$ cat config.mk
export PLATFORM = sky130hd
export DESIGN_NAME = fifo_ctrl_param
export DESIGN_NICKNAME = d
export VERILOG_FILES = /design/src/rtl/fifo_ctrl_param.sv
export SDC_FILE = /design/constraint.sdc
export NUM_CORES = 1
export LEC_CHECK = 0
export CAP_MARGIN = 20
export CORE_MARGIN = 3
export CORE_UTILIZATION = 43
export CTS_BUF_LIST = sky130_fd_sc_hd__clkbuf_2 sky130_fd_sc_hd__clkbuf_4 sky130_fd_sc_hd__clkbuf_8
export CTS_CLUSTER_DIAMETER = 50
export DETAILED_ROUTE_END_ITERATION = 6
export PLACE_DENSITY = 0.77
export SLEW_MARGIN = 25
export SYNTH_ARGS = -nofsm -noshare
export SYNTH_HDL_FRONTEND = slang
export SYNTH_SLANG_ARGS = --single-unit
$ cat constraint.sdc
create_clock -name clk -period 2 [get_ports clk]
set_input_delay 0.4 -clock clk [delete_from_list [all_inputs] [get_ports clk]]
set_output_delay 0.4 -clock clk [all_outputs]
set_load 0.03 [all_outputs]
$ cat src/rtl/fifo_ctrl_param.sv
// fifo_ctrl_param: pointer/count/flag controller for an external
// dual-port RAM FIFO, with sticky errors and synchronous flush.
module fifo_ctrl_param #(
  parameter int DEPTH    = 8,
  parameter int AW       = $clog2(DEPTH),
  parameter int AF_LEVEL = DEPTH - 1,
  parameter int AE_LEVEL = 1
) (
  input  logic          clk,
  input  logic          rst,
  input  logic          push,
  input  logic          pop,
  input  logic          clear,
  output logic          wr_en,
  output logic          rd_en,
  output logic [AW-1:0] wr_addr,
  output logic [AW-1:0] rd_addr,
  output logic [AW:0]   count,
  output logic          full,
  output logic          empty,
  output logic          almost_full,
  output logic          almost_empty,
  output logic          overflow,
  output logic          underflow
);

  localparam logic [AW-1:0] LAST  = AW'(DEPTH - 1);
  localparam logic [AW-1:0] P_ONE = AW'(1);
  localparam logic [AW:0]   C_ONE = (AW+1)'(1);
  localparam logic [AW:0]   C_MAX = (AW+1)'(DEPTH);
  localparam logic [AW:0]   AF_C  = (AW+1)'(AF_LEVEL);
  localparam logic [AW:0]   AE_C  = (AW+1)'(AE_LEVEL);

  // Flags decode from the registered count only.
  always_comb begin
    full         = (count == C_MAX);
    empty        = (count == '0);
    almost_full  = (count >= AF_C);
    almost_empty = (count <= AE_C);
  end

  // RAM strobes gated by current flags; silent during reset.
  always_comb begin
    wr_en = rst & push & ~full & ~clear;
    rd_en = rst & pop & ~empty & ~clear;
  end

  // Write pointer with explicit wrap at DEPTH-1.
  always_ff @(posedge clk or negedge rst) begin
    if (!rst) begin
      wr_addr <= '0;
    end else if (clear) begin
      wr_addr <= '0;
    end else if (wr_en) begin
      wr_addr <= (wr_addr == LAST) ? '0 : wr_addr + P_ONE;
    end
  end

  // Read pointer with explicit wrap at DEPTH-1.
  always_ff @(posedge clk or negedge rst) begin
    if (!rst) begin
      rd_addr <= '0;
    end else if (clear) begin
      rd_addr <= '0;
    end else if (rd_en) begin
      rd_addr <= (rd_addr == LAST) ? '0 : rd_addr + P_ONE;
    end
  end

  // Occupancy: net of accepted writes and reads.
  always_ff @(posedge clk or negedge rst) begin
    if (!rst) begin
      count <= '0;
    end else if (clear) begin
      count <= '0;
    end else begin
      unique case ({wr_en, rd_en})
        2'b10:   count <= count + C_ONE;
        2'b01:   count <= count - C_ONE;
        default: count <= count;
      endcase
    end
  end

  // Sticky errors for rejected requests.
  always_ff @(posedge clk or negedge rst) begin
    if (!rst) begin
      overflow  <= 1'b0;
      underflow <= 1'b0;
    end else if (clear) begin
      overflow  <= 1'b0;
      underflow <= 1'b0;
    end else begin
      if (push && full)
        overflow <= 1'b1;
      if (pop && empty)
        underflow <= 1'b1;
    end
  end

endmodule

Yosys cells after proc, flatten, opt, wreduce, memory -nomap -nowiden
Cells that the tools add are included.
{"block": "op_classes", "muxes": 12, "n_eq_ne": 5, "n_reduce_logical": 8, "addsub": 4, "n_bitwise": 9, "magnitude_cmp": 2}
{"op": "$mux W3", "n": 6}
{"op": "$pmux W4 S2", "n": 1}
{"op": "$reduce_bool A2 Y1", "n": 4}
{"op": "$add A3 B1 Y3 const B", "n": 2}
{"op": "$and A1 B1 Y1", "n": 6}
{"op": "$eq A3 B3 Y1 const B", "n": 2}
{"op": "$add A4 B1 Y4 const B", "n": 1}
{"op": "$eq A4 B4 Y1 const B", "n": 1}
{"op": "$ge A4 B3 Y1 const B", "n": 1}
{"op": "$le A4 B1 Y1 const B", "n": 1}
{"op": "$logic_not A4 Y1", "n": 1}
{"op": "$mux W1", "n": 4}
{"op": "$mux W4", "n": 1}
{"op": "$sub A4 B1 Y4 const B", "n": 1}
{"op": "$not A1 Y1", "n": 3}
{"op": "$reduce_bool A3 Y1", "n": 1}
{"op": "$eq A2 B1 Y1 const B", "n": 1}
{"op": "$eq A2 B2 Y1 const B", "n": 1}
{"op": "$logic_and A1 B1 Y1", "n": 2}
{"block": "word_totals", "out_inout_bits": 18, "register_bits": 12, "input_bits": 5, "elab_cells": 45}

Logic depth before layout (Yosys ltp)
Gate-level depths: netlist of run 1.
{"block": "logic_depth", "word_depth": 7, "mapped_depth": 7, "ltp_nobuf": 6}

Least setup slack after synthesis of run 1
Ideal clock, no wire load.
{"block": "synth_timing", "path_type": "reg2out", "from": "register count[0]", "to": "output rd_en", "path_buffers": 1, "t_required_ns": 1.600, "path_stages_with_launch": 7, "slack_ns": -0.362, "arrival_time_ns": 1.962, "cell_sequence": "dfrtp_1 inv_1 ha_1 nor3b_4 or2_1 buf_6 nor2_1"}
{"block": "synth_between", "elab_chain_cells": 4}
{"element": "from (decl)", "line": "18", "text": "output logic [AW:0] count,"}
{"element": "from (signal assigned)", "line": "78", "text": "2'b10: count <= count + C_ONE;"}
{"element": "from (signal assigned)", "line": "79", "text": "2'b01: count <= count - C_ONE;"}
{"element": "from (signal assigned)", "line": "80", "text": "default: count <= count;"}
{"element": "$logic_not A4 Y1", "line": "37", "text": "empty = (count == '0);"}
{"element": "via empty", "line": "20", "text": "output logic empty,"}
{"element": "$not A1 Y1", "line": "45", "text": "rd_en = rst & pop & ~empty & ~clear;"}
{"element": "$and A1 B1 Y1 (2 in a row)", "line": "45"}
{"element": "to (decl)", "line": "15", "text": "output logic rd_en,"}
The timed path passes the listed nets, and every way through them passes these cells.

Final worst setup path of run 1
{"block": "layout_timing", "from": "register count[2]", "to": "output count[2]"}
No word-level cell between the ends.

==> flow_summary.yaml, run 1 <==
status:
  outcome: "completed"
synth:
  syn-instance-count: 78
  synthesis.area_um2: 778
  syn_nets: 91
  synth.yosys.seq_area_share_pct: 38.6
  synth_edf_count: 0
  yosysWarnings: 0
  synth_cell_types: 31
  synth_ff_type: "dfrtp_1"
  ys_ff_latch: 12
  async_reset_ff_share_pct: 100
  avgSynthCellArea_um2: 9.98
sta:
  setup_tns_ps: 0
  fin_ws_ps: 49.4
  slew_violations: 0
  skew_ps: 3.12
  min_period_over_period_pct: 97.5
  rsz0062_at_grt: "false"
  min_period_ps: 1950
  hold-worst-slack_ps: 124
  hold_viol_final: 0
  fmax_ghz: 0.513
  tightest_slew_ps: 334
  setup_viol: 0
  slew-limit-headroom_pct: 77.8
route:
  drc: 0
  via_per_inst: 5.02
  wire_per_inst_um: 13.3
  drt-pass1-iter-count: 4
  num_vias: 688
  drt_iter0_markers: 15
  detail-route-antenna-nets: 0
  routed_wl_um: 1820
grt:
  grt_pass1_vias: 693
  grt_pass1_wl_um: 3290
  antenna_found_initial: 0
  grt_max_degree: 10
  gr-total-overflow: 0
  grtUsageTotal_pct: 17.4
setup_path:
  path_delay_family: "buffers and inverters"
  cp.depth: 1
  crit_type: "flop to output port"
  max_stage_delay_ps: 740
  cp_data_arrival_time_ps: 1550
  ff2ff_setup_slack_ps: 290
  rr_worst_depth: 7
  path_cells: "clkdlybuf4s50_1"
  cp_max_fo: 9
  start_kind: "flop"
  cp_data_required_time_ps: 1600
  end_kind: "output port"
  slowest_stage: "clkdlybuf4s50_1"
  cp.buffers_inverters: 1
  timing.rr.start: "count[0]"
  crit_start: "count[2]"
cells_and_area:
  antenna_cells: 0
  design_area_mm2: 0.00115
  final_cells: 137
  fill_cells: 136
  area_delta_synth_final_pct: 47.9
  final_util_pct: 71.4
  finalNetCount: 127
  multiInputGateArea_um2: 468
  seqCellArea_um2: 303
  drive_gt1_share_pct: 31.9
floorplan:
  coreArea_mm2: 0.00161
  io_pins: 23
  dieArea_mm2: 0.00236
  initial_utilization_pct: 48.3
  row_count: 14
  die_x_um: 48.5
  die_h_um: 48.5
pwr:
  finalPower_uw: 850
  p_clk_share_pct: 22.8
  leakage_nw: 0.582
  combPwrFrac_pct: 43.6
  p_sw_share_pct: 36.4
  power_density_mw_per_mm2: 738
  pwr-share-seq_pct: 33.5
  power.internal_uw: 540
  p_sw_uw: 310
  ir_worst_vdd_mv: 0.687
place:
  place_congestion: 0.877
  place_area_mm2: 0.00108
  port-buffer-count: 22
  dp.cells: 130
  place_ws_ps: -118
  dp_hpwl_um: 1440
clock_tree:
  clock_sinks: 12
  root_buffer: "clkbuf_4"
  clk_pin_slew_ps: 80
  htree_levels: 1
  cts_tree: "built"
  clk_latency_ps: 270
  numCtsBuffers: 3
  clockBufferDepth: 2
hold_path:
  hold_path.class: "input pin to async pin"
job:
  max_cap_violations: 0
-- per-layer routing --
metal	global-route usage (%)	up-vias	wire length, um
met3	3.37	2	61
li1	-	342	-
met1	23.1	330	893
met5	0	-	0
met2	29.1	14	853
met4	4.27	0	14
-- power groups by stage --
stage / registers (mW) / clock network [mW] / logic [mW]
after floorplan: 0.330 / 0 / 0.178
after global routing: 0.288 / 0.214 / 0.404
after detailed placement: 0.300 / 0 / 0.347
after CTS: 0.285 / 0.196 / 0.371
after global placement: 0.297 / 0 / 0.342
final: 0.285 / 0.194 / 0.371
-- path summary, 6_finish.rpt --
check                        endpoint
setup reg to reg             count[0]
hold / removal               count[2]
max in group asynchronous  rd_addr[1]
setup / recovery             count[2]
min in group clk             overflow
hold reg to reg              overflow
-- what timing repair did --
item	CTS	global route
hold buffers	0	0
buffers inserted	2	1
gates resized for setup	3	5
setup endpoints to repair	3	3
pin swaps	0	1
-- cell families (layout without fill, tap and decap cells) --
family          after synthesis  after routing  share of synthesized area [%]
simple gates                 29             29                           20.3
buf+inv                       7             42                           4.34
xor+xnor                      1              1                           1.13
flops                        12             12                           38.6
fa+ha+maj                     8              8                           12.9
compound gates               14             14                           13.3
mux                           7              7                           9.49
-- final cells by class --
| type | instances | area share (%) |
|---|---|---|
| Inverter | 4 | 1.30 |
| Sequential cell | 12 | 26.3 |
| Multi-Input combinational cell | 59 | 40.7 |
| Clock buffer | 4 | 3.15 |
| Timing Repair Buffer | 34 | 26.0 |
| Tap cell | 24 | 2.61 |
-- sequential cells by signal (all words and copies together), names as in the netlist --
signal     cells
count          4
overflow       1
rd_addr        3
underflow      1
wr_addr        3
-- cells in the mapped netlist, drive strengths merged, types with 2 or more instances --
cell    number  area share, %
inv          4            1.9
ha           8             13
mux2         3            4.3
nor2b        2            1.6
a21oi        5            3.7
or3          2            1.6
mux2i        4            5.1
dfrtp       12             39
and2         2            1.6
nand2        6            3.2
o21ai        3            1.9
nor2        10            4.8
clkbuf       2           0.96
-- layout by cell type (no fill, tap or decap), types with 2 or more instances in the layout --
master / instances
mux2_2: 2
clkbuf_4: 3
nand2_1: 5
mux2i_1: 4
dfrtp_1: 10
nor2_1: 9
buf_4: 16
inv_1: 2
o21ai_0: 3
a21oi_1: 4
or3_1: 2
dfrtp_2: 2
clkdlybuf4s50_1: 15
ha_1: 7
inv_2: 2
nor2b_1: 2
No activity file was read; power rests on OpenSTA's default activity.
==> run 2: changes to the inputs <==
- CAP_MARGIN: 20 -> 25
==> results of run 2 <==
Same layout as run 1: the final DEF is identical, and so are final timing and power.
